### src/rtl/fmadd_mul_seq_mantissa_pkg.sv
// Shared definitions for the iterative FMADD multiply front-end: FSM encoding,
// operand class decode and the FP32 / bfloat16 parameter sets.
package fmadd_mul_seq_mantissa_pkg;

  typedef enum logic [1:0] {
    ST_IDLE = 2'd0,
    ST_MUL  = 2'd1,
    ST_LZC  = 2'd2,
    ST_DONE = 2'd3
  } state_t;

  typedef struct packed {
    logic pos;
    logic neg;
    logic sub;
  } op_class_t;

  localparam int FP32_STD  = 31;
  localparam int FP32_MAN  = 22;
  localparam int FP32_EXP  = 7;
  localparam int FP32_BIAS = 127;
  localparam int FP32_LZD  = 4;

  localparam int BF16_STD  = 15;
  localparam int BF16_MAN  = 6;
  localparam int BF16_EXP  = 7;
  localparam int BF16_BIAS = 127;
  localparam int BF16_LZD  = 3;

  // Exponent field and bias arrive zero-extended to 16 bits so one function
  // serves every format; exactly one flag is ever set.
  function automatic op_class_t class_decode(input logic [15:0] e, input logic [15:0] b);
    op_class_t c;
    c.sub = (e == 16'd0);
    c.pos = (e >= b) && (e != 16'd0);
    c.neg = (e != 16'd0) && (e < b);
    return c;
  endfunction

endpackage

### src/rtl/fmadd_lzc_prio.sv
// Leading-zero counter returning clz(d) - 1, clamped to [0, 2^ow - 1].
// An all-zero input therefore saturates to the maximum code.
module fmadd_lzc_prio #(
  parameter int w  = 48,
  parameter int ow = 5
) (
  input  logic [w-1:0]  d,
  output logic [ow-1:0] cnt
);

  localparam int CNT_MAX = (1 << ow) - 1;

  int clz;

  always_comb begin
    clz = w;
    // Scan upward so the most significant set bit wins.
    for (int i = 0; i < w; i++) begin
      if (d[i]) clz = w - 1 - i;
    end
    if (clz == 0)                cnt = '0;
    else if (clz - 1 > CNT_MAX)  cnt = ow'(CNT_MAX);
    else                         cnt = ow'(clz - 1);
  end

endmodule

### src/rtl/fmadd_mul_seq_mantissa.sv
// Iterative multiply front-end: class decode, sign, double-biased exponent sum,
// radix-2 shift-add significand product and leading-zero count.
module fmadd_mul_seq_mantissa
  import fmadd_mul_seq_mantissa_pkg::*;
#(
  parameter int std  = FP32_STD,
  parameter int man  = FP32_MAN,
  parameter int exp  = FP32_EXP,
  parameter int bias = FP32_BIAS,
  parameter int lzd  = FP32_LZD
) (
  input  logic               clk,
  input  logic               rst_l,
  // Both sides are valid/ready: a transfer happens on a rising edge where
  // valid and ready are both high; the result is held until out_ready.
  input  logic               in_valid,
  output logic               in_ready,
  input  logic [std:0]       in_a,
  input  logic [std:0]       in_b,
  input  logic [2:0]         in_rm,
  output logic               out_valid,
  input  logic               out_ready,
  output logic               out_sign,
  output logic [exp+1:0]     out_exp_DB,
  output logic [2*man+3:0]   out_multiplied_man,
  output logic [lzd:0]       out_lzd,
  output logic [2:0]         out_rm,
  output logic               out_A_pos,
  output logic               out_A_neg,
  output logic               out_A_sub,
  output logic               out_B_pos,
  output logic               out_B_neg,
  output logic               out_B_sub,
  output logic [1:0]         dbg_state
);

  localparam int SW = man + 2;
  localparam int PW = 2 * man + 4;
  localparam int EW = exp + 2;
  localparam int CW = $clog2(SW + 1);

  state_t state, next_state;

  logic [CW-1:0] cnt;
  logic [PW-1:0] mcand;
  logic [SW-1:0] mplier;
  logic [PW-1:0] acc;
  logic [lzd:0]  lzc_cnt;

  logic [exp:0]  a_exp, b_exp, a_eff, b_eff;
  logic [SW-1:0] a_sig, b_sig;
  logic [EW-1:0] exp_sum;
  op_class_t     a_cls, b_cls;

  assign a_exp = in_a[std-1 -: exp+1];
  assign b_exp = in_b[std-1 -: exp+1];
  assign a_cls = class_decode(16'(a_exp), 16'(bias));
  assign b_cls = class_decode(16'(b_exp), 16'(bias));
  // The hidden bit is simply "exponent field non-zero".
  assign a_sig = {|a_exp, in_a[man:0]};
  assign b_sig = {|b_exp, in_b[man:0]};
  assign a_eff = a_cls.sub ? (exp+1)'(1) : a_exp;
  assign b_eff = b_cls.sub ? (exp+1)'(1) : b_exp;
  assign exp_sum = EW'(a_eff) + EW'(b_eff);

  fmadd_lzc_prio #(.w(PW), .ow(lzd + 1)) u_lzc (
    .d   (acc),
    .cnt (lzc_cnt)
  );

  always_ff @(posedge clk or negedge rst_l) begin
    if (!rst_l) state <= ST_IDLE;
    else        state <= next_state;
  end

  always_comb begin
    next_state = state;
    unique case (state)
      ST_IDLE: if (in_valid)            next_state = ST_MUL;
      ST_MUL:  if (cnt == CW'(1))       next_state = ST_LZC;
      ST_LZC:                           next_state = ST_DONE;
      ST_DONE: if (out_ready)           next_state = ST_IDLE;
      default:                          next_state = ST_IDLE;
    endcase
  end

  always_ff @(posedge clk or negedge rst_l) begin
    if (!rst_l) begin
      cnt        <= '0;
      mcand      <= '0;
      mplier     <= '0;
      acc        <= '0;
      out_sign   <= 1'b0;
      out_exp_DB <= '0;
      out_lzd    <= '0;
      out_rm     <= '0;
      out_A_pos  <= 1'b0;
      out_A_neg  <= 1'b0;
      out_A_sub  <= 1'b0;
      out_B_pos  <= 1'b0;
      out_B_neg  <= 1'b0;
      out_B_sub  <= 1'b0;
    end else begin
      case (state)
        ST_IDLE: if (in_valid) begin
          out_sign   <= in_a[std] ^ in_b[std];
          out_exp_DB <= exp_sum;
          out_rm     <= in_rm;
          {out_A_pos, out_A_neg, out_A_sub} <= a_cls;
          {out_B_pos, out_B_neg, out_B_sub} <= b_cls;
          acc        <= '0;
          cnt        <= CW'(SW);
          mcand      <= PW'(a_sig);
          mplier     <= b_sig;
        end
        ST_MUL: begin
          if (mplier[0]) acc <= acc + mcand;
          mcand  <= mcand << 1;
          mplier <= mplier >> 1;
          cnt    <= cnt - CW'(1);
        end
        ST_LZC:  out_lzd <= lzc_cnt;
        default: ;
      endcase
    end
  end

  assign in_ready           = (state == ST_IDLE);
  assign out_valid          = (state == ST_DONE);
  assign out_multiplied_man = acc;
  assign dbg_state          = state;

endmodule

### config.mk
export PLATFORM = sky130hd
export DESIGN_NAME = fmadd_mul_seq_mantissa
export DESIGN_NICKNAME = d
export VERILOG_FILES = /design/src/rtl/fmadd_mul_seq_mantissa_pkg.sv /design/src/rtl/fmadd_lzc_prio.sv /design/src/rtl/fmadd_mul_seq_mantissa.sv
export SDC_FILE = /design/constraint.sdc
export NUM_CORES = 1
export LEC_CHECK = 0
export BUFFER_PORTS_ARGS = -buffer_cell sky130_fd_sc_hd__buf_4
export CAP_MARGIN = 20
export CORE_MARGIN = 2
export CORE_UTILIZATION = 52
export DETAILED_ROUTE_END_ITERATION = 8
export GPL_ROUTABILITY_DRIVEN = 0
export PLACE_DENSITY = 0.77
export SYNTH_ARGS = -nofsm -noshare
export SYNTH_HDL_FRONTEND = slang
export SYNTH_SLANG_ARGS = --single-unit
### constraint.sdc
create_clock -name clk -period 3.1 [get_ports clk]
set_input_delay 0.155 -clock clk [delete_from_list [all_inputs] [get_ports clk]]
set_output_delay 0.155 -clock clk [all_outputs]
set_load 0.03 [all_outputs]
After elaboration in Yosys (flattened, before gate mapping)
Index checks and enable logic that the tools add are counted. Widths: inputs -> output; s select.

Muxes and demuxes: 65. Magnitude comparators: 5. Equality and inequality tests: 8. Reduce and logical (&&, ||, !) cells: 17. Add/subtract/negate cells: 4. Bitwise gates (word level): 1.

Operator list (number): $mux 6 (32); $pmux 48 s2 (2); $mux 48 (3); $mux 5 (19); $add 48x48->48 (1); $pmux 24 s2 (1); $gt 32x6->1 const B (1); $logic_not 32->1 (1); $mux 24 (1); $ge 8x7->1 const B (2); $logic_not 8->1 (2); $lt 8x7->1 const B (2); $mux 8 (2); $reduce_bool 8->1 (2); $reduce_or 8->1 (2); $pmux 5 s2 (1); $add 8x8->9 (1); $pmux 2 s4 (1); $sub 6x1->7 const B (1); $mux 2 (3); $ne 2x2->1 const B (3); $reduce_and 3->1 (2); $eq 5x1->1 const B (1); $sub 5x1->5 const B (1); other kinds (8) (13).

Flip-flop bits (word level): 151. Output and inout bits: 76. Input port bits: 71. Logic and storage cells: 115.

Logic depth before layout (Yosys ltp)
Gate-level depths: netlist (run 1).

Depth after elaboration: 52. Gate-level depth with buffers: 14. Gate-level depth less buffers: 14.

Cells and area by module
From an unflattened synthesis (run 1), not the netlist that was laid out.

Cells, all modules: 1125. Area total of the unflattened synthesis: 9868.2 µm².

By module, submodules not included: fmadd_mul_seq_mantissa (area an instance 9096.2 µm², seq. area each 3778.6 µm², times used 1, cells each 999); fmadd_lzc_prio (area an instance 772.0 µm², seq. area each 0.0 µm², times used 1, cells each 126).

Least setup slack after synthesis (run 1)
No wires, ideal clock.

Path kind: register to register. From: reg acc[0] (netlist: out_multiplied_man[0]). To: reg acc[44] (netlist: out_multiplied_man[44]). Data arrival time: 3.327 ns. Data required time: 2.969 ns. Period minus slack after synthesis: 3.458 ns. Cell stages (with the launch flop): 12. Setup time: 0.131 ns. Setup slack: -0.358 ns. Path buffers: 0. Cells stage by stage: dfrtp_1 -> ha_1 -> fa_1 -> a211o_1 -> a21oi_1 -> o211ai_2 -> a21oi_2 -> nor4_2 -> o41a_1 -> a31o_4 -> nor4b_4 -> or3_1.

Longest elaborated chain between the ends: 3.

Ends and longest elaborated chain: start, declared (RTL line fmadd_mul_seq_mantissa.sv:47) `logic [PW-1:0] acc;`; start signal, assigned (RTL line fmadd_mul_seq_mantissa.sv:117) `if (mplier[0]) acc <= acc + mcand;`; $add 48x48->48 (RTL line fmadd_mul_seq_mantissa.sv:117); $mux 48 (RTL line fmadd_mul_seq_mantissa.sv:117); $pmux 48 s2 (RTL line fmadd_mul_seq_mantissa.sv:104) `case (state)`.

No other way between the ends. The select of a mux whose other input is x is not followed. A chain may end at the register's enable or synchronous reset.

Final worst setup path (run 1)
Ends and elaborated chain as after synthesis.

==> reports/qor.csv, run 1 <==
stage;metric;value;unit
synth;cells after synthesis;1011;
synth;FFs w/ async S/R, synth;100;%
synth;syn avg cell area;9.22;sq um
critical_path;startpoint types;register;
critical_path;R2R Setup Slk;-1;ps
synth;post-synth top area cell;dfrtp_1;
synth;post-synthesis instance area;0.00933;sq mm
timing;Max Clock Skew;11.6;ps
pwr;Pleak;0.00569;uW
clock_tree;clock net sink count;151;
grt;initial antenna violation count;0;
finish;layout cell share with drive strength beyond 1;21.9;%
clock_tree;CTS tree;yes;
hold_path;HP Class;in -> reg;
timing;Least-Margin Pin Slew;714;ps
finish;Layout area overhead;25.1;%
routing;antenna-violating nets left;0;
routing;number of remaining DRC errors;0;
timing;final setup fails;1;
floorplanning;die area;0.0190;sq mm
finish;number of antenna diodes;0;
routing;vias per cell;5.89;
synth;Area contributors post-synth;dfrtp_1, ha_1, o21ai_0;
timing;final hold vios;0;
timing;Hold Slack;11.0;ps
floorplanning;die width;138;um
synth;post-synth top area share;40.5;%
grt;Overflow after GRT;0;
critical_path;Critical Path Fanout Max;5;
synth;Synth Flop Type;dfrtp_1;
routing;Detailed Routing Iterations Pass 1;5;
finish;Nets;1317;
critical_path;arrival time of the worst setup path;3400;ps
status;run status;finished with violations;
floorplanning;cell row count;48;
routing;DRT iter0 DRCs;611;
routing;WL/cell;17.6;um
critical_path;Critical Path RT;3400;ps
synth;unique cell type count in the Yosys netlist;62;
placed_design;PortBufs;146;
status;failing checks;negative setup slack;
timing;setup ws final;-1.12;ps
floorplanning;Core ar.;0.0174;sq mm
grt;largest net degree at the start of global routing;73;
floorplanning;die height;138;um
routing;WL final;24900;um
synth;most frequent cell after synthesis;dfrtp_1;
clock_tree;worst skew pair latency;430;ps
finish;Final Non-Filler Cells;1416;
timing;Final Max Slew Viols;0;
synth;syn_nets;1147;
grt;Tot GR Track Use;27.1;%
clock_tree;Clock H-tree levels;4;
synth;register area share after synthesis;40.5;%
pwr;Worst VDD drop;0.863;mV
hold_path;hold path depth;3;
placed_design;dpl cells;1376;
floorplanning;Initial Utilization;53.5;%
timing;maximum clock rate;322;MHz
grt;vias in the first global route;8198;
critical_path;worst reg-to-reg path cell count;11;
synth;top cells by instance count after synthesis;dfrtp_1, nand2_1, o21ai_0;
job;max_cap viols;0;
timing;Tcrit/Tclk final;100;%
pwr;Power Dens Cells;1030;mW/mm^2
placed_design;post-DP HPWL;18000;um
synth;YS warnings;0;
clock_tree;clk buf depth;2;
synth;#FFs+latches synth;151;
timing;RSZ-0062 raised after global routing;yes;
clock_tree;clock transition at the registers of the reported paths;60;ps
routing;via count;8346;
critical_path;CP endpoint kind;register;
timing;Min Clock Period, post-route;3100;ps
timing;slew margin rel.;52.4;%
finish;post-layout util;67.0;%
clock_tree;clock root cell;clkbuf_16;
synth;EDFF count, synth;0;
clock_tree;CTS Buf Count;17;
floorplanning;I/O pin count;147;
grt;first-pass GRT wire length;40600;um
critical_path;CP Class;reg -> reg;
-- report_power, final --
group	total (uW)	internal, uW	switching [uW]
clock network	2050	1240	810
registers	3260	2680	580
logic	6690	2710	3970
total	12000	6630	5360
-- layout by cell type, fill, tap and decap left out, types with 17 or more instances in the layout --
cell type | netlist | final
xor2_1 | 25 | 25
a22o_1 | 30 | 30
nand2_1 | 133 | 133
o21ai_0 | 103 | 102
nor2_1 | 44 | 44
inv_1 | 35 | 35
buf_4 | 0 | 195
a21o_1 | 26 | 26
o21ai_1 | 26 | 24
xnor2_1 | 26 | 26
a21oi_1 | 59 | 58
ha_1 | 63 | 61
nand3_1 | 18 | 18
clkbuf_16 | 0 | 17
mux2i_1 | 46 | 46
dfrtp_1 | 151 | 148
-- worst max-delay path, stage by stage (launching register included) --
cell and delay, ps:
dfrtp_2 450, ha_4 180, fa_2 360, a211o_1 340
a21oi_2 170, o211ai_2 120, a21oi_2 220, nor4_2 70
o41a_1 360, a31o_4 240, nor4b_4 120, or3_1 350
-- routing by layer --
layer | vias up | GRT usage (%) | part of all wire [%]
li1 | 4031 | - | -
met1 | 3974 | 36.2 | 44
met3 | 42 | 7.53 | 7.9
met5 | - | 0 | 0
met2 | 299 | 43.3 | 46
met4 | 0 | 7.88 | 1.7
-- kinds of logic (layout without fill, tap and decap cells) --
group	Yosys count	after routing	share of synthesized area, %
adder cells (fa/ha/maj)	65	65	8.88
AO/OA/AOI/OAI	337	337	23.6
XOR/XNOR	51	51	4.79
AND/OR/NAND/NOR	269	269	13.3
multiplexers	50	50	5.42
buffers and inverters	88	268	3.54
flip-flops	151	151	40.5
-- final cells by class --
| class | count | area, sq um |
|---|---|---|
| Multi-Input combinational cell | 772 | 5320 |
| Clock buffer | 22 | 474 |
| Tap cell | 225 | 282 |
| Fill cell | 1447 | 5760 |
| Sequential cell | 151 | 3780 |
| Clock inverter | 7 | 97.6 |
| Inverter | 35 | 131 |
| Timing Repair Buffer | 204 | 1580 |
-- metrics by stage --
step                      power [uW]  setup TNS (ps)  instance area [sq um]  worst slack, ps
after floorplan                 7670           -35.4                   9350            -35.4
after global placement          9500           -16.1                  10900            -4.20
after detailed placement        9690            -360                  10900            -84.0
after CTS                      11800           -25.4                  11600            -25.4
after global routing           12900           -86.0                  11700            -75.6
final                          12000           -1.12                  11700            -1.12
-- sequential cells by signal, summed over array words and instances (netlist names) --
| name | count |
|---|---|
| cnt | 5 |
| dbg_state | 2 |
| mcand | 48 |
| mplier | 24 |
| out_A_neg | 1 |
| out_A_pos | 1 |
| out_A_sub | 1 |
| out_B_neg | 1 |
| out_B_pos | 1 |
| out_B_sub | 1 |
| out_exp_DB | 9 |
| out_lzd | 5 |
| out_multiplied_man | 48 |
| out_rm | 3 |
| out_sign | 1 |
-- path summary, 6_finish.rpt --
path | from | to
setup / recovery | out_multiplied_man[0]$_DFFE_PN0P_ | out_multiplied_man[44]$_DFFE_PN0P_
hold / removal | in_b[31] | out_sign$_DFFE_PN0P_
setup reg to reg | out_multiplied_man[0]$_DFFE_PN0P_ | out_multiplied_man[44]$_DFFE_PN0P_
hold reg to reg | mplier[7]$_DFFE_PN0P_ | mplier[7]$_DFFE_PN0P_
max in group asynchronous | rst_l | out_lzd[4]$_DFFE_PN0P_
min in group asynchronous | rst_l | mcand[10]$_DFFE_PN0P_
-- what timing repair did --
item / CTS / global route
endpoints found under the hold margin: 75 / 0
pin swaps: 2 / 1
hold buffers: 6 / 0
buffers inserted: 1 / 4
endpoints found under the setup margin: 7 / 16
gates resized for setup: 2 / 11
Note: power is estimated with default switching activity, not from simulation.
==> run 2: changes to the inputs <==
Settings changed: CORE_UTILIZATION 52 to 54, CTS_BUF_LIST from default to sky130_fd_sc_hd__clkbuf_4 sky130_fd_sc_hd__clkbuf_8, PLACE_DENSITY 0.77 to 0.8.
==> run 2 against run 1 <==
Compared with the run above:
- the run now ends clean
- fmax is essentially flat
- clock power shrank 27%
- register-to-register slack is essentially flat
- wire length grew 0.72%
- via count grew 2.7%
- combinational power grew 0.6%
- critical path type unchanged
==> reports/qor.csv, run 2 (synthesis gave the netlist of run 1 again) <==
stage;metric;value;unit;change
floorplanning;die height;135;um;-1.8%
clock_tree;clock net sink count;151;;unchanged
critical_path;CP endpoint kind;register;;
pwr;cell-internal power;6090;uW;-8.2%
routing;DRT iter0 DRCs;555;;-9.2%
finish;Nets;1364;;+3.6%
timing;Min Clock Period, post-route;3100;ps;-1.88 ps
clock_tree;clock transition at the registers of the reported paths;90;ps;+30 ps
timing;maximum clock rate;323;MHz;about the same
pwr;clock power share;13.0;%;-4.1 points
floorplanning;Initial Utilization;54.5;%;+0.94 points
pwr;Pleak;0.00581;uW;+2.2%
finish;commonest non-fill, non-tap cell in the layout;buf_4;;
job;max_cap viols;0;;unchanged
critical_path;Critical Path RT;3450;ps;+50 ps
floorplanning;cell row count;48;;unchanged
finish;number of antenna diodes;0;;unchanged
grt;Overflow after GRT;0;;unchanged
critical_path;Critical Path Fanout Max;4;;-1
clock_tree;CTS tree;yes;;
finish;post-layout util;69.8;%;+2.9 points
timing;final setup fails;0;;-1
clock_tree;clock root cell;clkbuf_8;;
hold_path;HP Class;in -> reg;;
critical_path;R2R Setup Slk;0.8;ps;about the same
routing;WL/cell;17.1;um;-2.7%
grt;first-pass GRT wire length;41000;um;+0.87%
floorplanning;die area;0.0183;sq mm;-3.6%
pwr;sw frac;46.9;%;+2.2 points
finish;Layout area overhead;28.1;%;
critical_path;CP max stage delay;450;ps;about the same
placed_design;dpl cells;1377;;+0.073%
timing;RSZ-0062 raised after global routing;yes;;
pwr;combinational group share of total power;58.7;%;+2.9 points
pwr;Worst VDD drop;0.634;mV;-27%
floorplanning;die width;135;um;-1.8%
grt;vias in the first global route;8359;;+2.0%
timing;Final Max Slew Viols;0;;unchanged
clock_tree;clk buf depth;2;;unchanged
critical_path;arrival time of the worst setup path;3450;ps;+50 ps
clock_tree;Clock H-tree levels;4;;unchanged
routing;Detailed Routing Iterations Pass 1;6;;+1
pwr;Sw Pwr;5380;uW;+0.37%
finish;Final Non-Filler Cells;1466;;+3.5%
floorplanning;Core ar.;0.0171;sq mm;-1.7%
timing;Max Clock Skew;17.6;ps;+5.98 ps
critical_path;CP Class;reg -> reg;;
finish;post-route cell area;0.0120;sq mm;+2.5%
floorplanning;I/O pin count;147;;unchanged
clock_tree;CTS Buf Count;17;;unchanged
timing;Least-Margin Pin Slew;939;ps;+226 ps
critical_path;startpoint types;register;;
clock_tree;worst skew pair latency;470;ps;+40 ps
critical_path;slowest cell on the critical path;dfrtp_2;;
grt;largest net degree at the start of global routing;104;;+42%
timing;Tcrit/Tclk final;100;%;about the same
critical_path;CP bufs+invs;0;;unchanged
pwr;Seq pwr share;28.4;%;+1.2 points
grt;Tot GR Track Use;27.9;%;+0.78 points
placed_design;Area after DPL;0.0109;sq mm;about the same
routing;vias per cell;5.85;;-0.80%
routing;antenna-violating nets left;0;;unchanged
pwr;Power Dens Cells;960;mW/mm^2;-6.7%
critical_path;Top Family by Delay on Critical Path;compound AO/OA/AOI/OAI gates;;
routing;via count;8572;;+2.7%
routing;WL final;25100;um;+0.72%
finish;layout cell share with drive strength beyond 1;21.8;%;-0.077 points
finish;commonest non-fill, non-tap cells in the layout;buf_4, dfrtp_1, nand2_1;;
critical_path;cells along the critical path;ha_4 -> fa_2 -> a211o_1 -> a21oi_2 -> o211ai_2 -> a21oi_4 -> nor4_4 -> o41a_1 -> a31o_4 -> nor4b_4 -> or3_1;;
status;run status;complete, no violations;;
timing;final hold vios;0;;unchanged
placed_design;PortBufs;146;;unchanged
grt;initial antenna violation count;0;;unchanged
placed_design;post-DP HPWL;17700;um;-1.5%
timing;slew margin rel.;37.4;%;-15 points
routing;number of remaining DRC errors;0;;unchanged
[run 2: area by class of cell]
cell class	count	area, sq um
Clock inverter	15	148
Fill cell	1358	5170
Sequential cell	151	3780
Multi-Input combinational cell	772	5350
Timing Repair Buffer	251	2030
Clock buffer	17	234
Tap cell	225	282
Inverter	35	131
[run 2: metal layers]
layer,global-route usage (%),part of all wire [%],up-vias,wire length [um]
li1,-,-,4124,-
met5,0,0,-,0
met2,45.8,47,297,11900
met1,37.5,44,4116,11000
met4,8.16,1.6,0,401
met3,5.69,7.0,35,1760
[run 2: per-stage QoR]
stage                     total power [uW]  setup WS [ps]  hold slack (ps)  setup TNS [ps]
after floorplan                       7670          -35.4             -141           -35.4
after global placement                9500           4.57              342               0
after detailed placement              9720           -214              339            -989
after CTS                            11300          -5.97            0.658           -5.97
after global routing                 12300          -74.0             8.99            -114
final                                11500          0.763             2.47               0
[run 2: final timing paths]
kind,start,end,cells after the start
setup reg to reg,out_multiplied_man[0]$_DFFE_PN0P_,out_multiplied_man[44]$_DFFE_PN0P_,11
min in group asynchronous,rst_l,mcand[10]$_DFFE_PN0P_,2
hold reg to reg,out_exp_DB[2]$_DFFE_PN0P_,out_exp_DB[2]$_DFFE_PN0P_,2
max in group asynchronous,rst_l,mplier[8]$_DFFE_PN0P_,3
hold / removal,in_b[1],mplier[1]$_DFFE_PN0P_,3
setup / recovery,out_multiplied_man[0]$_DFFE_PN0P_,out_multiplied_man[44]$_DFFE_PN0P_,11
[run 2: worst min-delay path: stages]
cell     delay, ps
buf_4           80
mux2i_1         50
o21ai_0        150
[run 2: power by group through the flow]
| stage | Clock (uW) | Combinational (uW) | Sequential (uW) |
|---|---|---|---|
| after global placement | 0 | 6270 | 3230 |
| after floorplan | 0 | 3940 | 3730 |
| final | 1490 | 6730 | 3250 |
| after detailed placement | 0 | 6450 | 3270 |
| after CTS | 1510 | 6550 | 3230 |
| after global routing | 1600 | 7400 | 3330 |
[run 2: timing repair]
item | in CTS | in global routing
endpoints found under the hold margin | 150 | 1
buffers inserted | 3 | 3
pin swaps | 6 | 7
endpoints found under the setup margin | 6 | 12
resized for setup | 2 | 15
hold buffers | 50 | 1
==> run 3: changes to the inputs <==
Settings changed: PLACE_DENSITY 0.8 to default, PLACE_DENSITY_LB_ADDON from default to 0.05.
==> run 3 against run 2 <==
Compared with the run above:
- fmax up 1.3%
- cell area up 0.20%
- first-iteration DRC count up 2.3%
- final cell count up 0.20%
- register-to-register slack better by 40 ps
- critical path type unchanged
- largest power group unchanged
- highest routed layer unchanged
==> reports/qor.csv, run 3 (synthesis gave the netlist of run 1 again) <==
stage;metric;value;unit;change
status;run status;complete, no violations;;
placed_design;dpl cells;1389;;+0.87%
clock_tree;worst skew pair latency;460;ps;about the same
clock_tree;clock net sink count;151;;unchanged
routing;Detailed Routing Iterations Pass 1;5;;-1
hold_path;HP Class;in -> reg;;
hold_path;hold path depth;3;;unchanged
finish;number of antenna diodes;0;;unchanged
critical_path;Critical Path RT;3450;ps;about the same
routing;DRT iter0 DRCs;568;;+2.3%
timing;setup TNS;0;ps;unchanged
grt;first-pass GRT wire length;40300;um;-1.7%
critical_path;arrival time of the worst setup path;3410;ps;-40 ps
critical_path;Critical Path Fanout Max;3;;-1
routing;WL/cell;16.7;um;-2.3%
timing;Least-Margin Pin Slew;917;ps;-22.3 ps
placed_design;post-DP HPWL;17800;um;+0.51%
critical_path;worst reg-to-reg path cell count;11;;unchanged
timing;maximum clock rate;327;MHz;+1.3%
routing;via count;8393;;-2.1%
finish;commonest non-fill, non-tap cells in the layout;buf_4, dfrtp_1, nand2_1;;
job;max_cap viols;0;;unchanged
clock_tree;CTS Buf Count;17;;unchanged
clock_tree;clock transition at the registers of the reported paths;90;ps;about the same
clock_tree;clk buf depth;2;;unchanged
finish;post-layout util;70.0;%;+0.14 points
placed_design;Area after DPL;0.0110;sq mm;+0.82%
routing;number of remaining DRC errors;0;;unchanged
critical_path;FF-to-FF End;out_multiplied_man[44]$_DFFE_PN0P_;;
finish;Layout area overhead;28.4;%;
clock_tree;clock root cell;clkbuf_8;;
grt;largest net degree at the start of global routing;63;;-39%
pwr;Power Dens Cells;959;mW/mm^2;about the same
timing;final hold vios;0;;unchanged
timing;final setup fails;0;;unchanged
routing;WL final;24500;um;-2.1%
finish;layout cell share with drive strength beyond 1;22.2;%;+0.35 points
routing;vias per cell;5.71;;-2.3%
floorplanning;cell row count;48;;unchanged
timing;RSZ-0062 raised after global routing;yes;;
critical_path;RR Startpoint;out_multiplied_man[13]$_DFFE_PN0P_;;
finish;commonest non-fill, non-tap cell in the layout;buf_4;;
finish;Final Non-Filler Cells;1469;;+0.20%
hold_path;worst hold start;in_a[22];;
critical_path;startpoint types;register;;
timing;Final Max Slew Viols;0;;unchanged
grt;Overflow after GRT;0;;unchanged
critical_path;CP endpoint kind;register;;
clock_tree;CTS tree;yes;;
pwr;Pleak;0.00581;uW;about the same
floorplanning;I/O pin count;147;;unchanged
floorplanning;Initial Utilization;54.5;%;unchanged
timing;Tcrit/Tclk final;98.7;%;-1.3 points
critical_path;R2R Setup Slk;40;ps;+40 ps
timing;Max Clock Skew;16.1;ps;-1.51 ps
floorplanning;die height;135;um;unchanged
grt;Tot GR Track Use;27.7;%;-0.23 points
routing;antenna-violating nets left;0;;unchanged
timing;slew margin rel.;38.9;%;+1.5 points
floorplanning;die area;0.0183;sq mm;unchanged
hold_path;Hold Path End;mcand[22]$_DFFE_PN0P_;;
timing;Min Clock Period, post-route;3060;ps;-39.5 ps
grt;initial antenna violation count;0;;unchanged
clock_tree;Clock H-tree levels;4;;unchanged
floorplanning;Core ar.;0.0171;sq mm;unchanged
critical_path;CP Class;reg -> reg;;
pwr;Worst VDD drop;0.756;mV;+19%
grt;vias in the first global route;7997;;-4.3%
floorplanning;die width;135;um;unchanged
placed_design;PortBufs;146;;unchanged
finish;Nets;1367;;+0.22%
finish;post-route cell area;0.0120;sq mm;+0.20%
==> run 3: routing by layer <==
metal | part of all wire (%) | vias up | global-route usage, % | wire, um
li1 | - | 4144 | - | -
met1 | 48 | 4000 | 39.7 | 11600
met2 | 46 | 223 | 43.5 | 11200
met3 | 5.6 | 26 | 6.06 | 1380
met4 | 1.0 | 0 | 5.56 | 257
met5 | 0 | - | 0 | 0
==> run 3: timing repair <==
action,in CTS,in global routing
hold buffers,47,0
endpoints found under the hold margin,105,0
setup endpoints to repair,8,13
gates resized for setup,6,11
pin swaps,5,6
setup buffers,2,0
gates cloned,0,0
==> run 3: worst max path at each step <==
stage	from	to	slack (ps)
after floorplan	out_multiplied_man[0]$_DFFE_PN0P_	out_multiplied_man[44]$_DFFE_PN0P_	-40
after global placement	out_multiplied_man[0]$_DFFE_PN0P_	out_lzd[1]$_DFFE_PN0P_	-50
final	out_multiplied_man[13]$_DFFE_PN0P_	out_multiplied_man[44]$_DFFE_PN0P_	40
after CTS	out_multiplied_man[0]$_DFFE_PN0P_	out_multiplied_man[44]$_DFFE_PN0P_	4
after detailed placement	out_multiplied_man[0]$_DFFE_PN0P_	out_lzd[3]$_DFFE_PN0P_	-130
after global routing	out_multiplied_man[13]$_DFFE_PN0P_	out_multiplied_man[44]$_DFFE_PN0P_	-80
==> run 3: stage by stage <==
stage / power (uW) / hold slack, ps / setup WS (ps)
3_5_place_dp: 9780 / 180 / -129
4_1_cts: 11500 / 0.269 / 4.49
5_1_grt: 12400 / 2.81 / -80.8
3_3_place_gp: 9640 / 178 / -45.5
2_1_floorplan: 7670 / -141 / -35.4
6_report: 11500 / 12.7 / 40.3
==> run 3: area by class of cell <==
type	count	area, sq um
clock buffers	18	248
clock inverters	14	141
fillers	1409	5140
inverters	35	131
multi-input cells	772	5350
flip-flops and latches	151	3780
well taps	225	282
repair buffers	254	2040
==> run 3: where the power goes <==
part / switching [uW] / total [uW] / internal (uW)
clock network: 841 / 1520 / 679
registers: 556 / 3230 / 2670
logic: 3940 / 6740 / 2800
==> run 3: worst max-delay path: stages, from the launching register on <==
cell and delay [ps]:
dfrtp_2 430, ha_4 240, a21o_1 210, buf_6 130, a2111oi_4 390, o211ai_2 170, a21oi_2 250, nor4_2 80
o41a_1 360, a31o_4 240, nor4b_4 120, or3_1 340
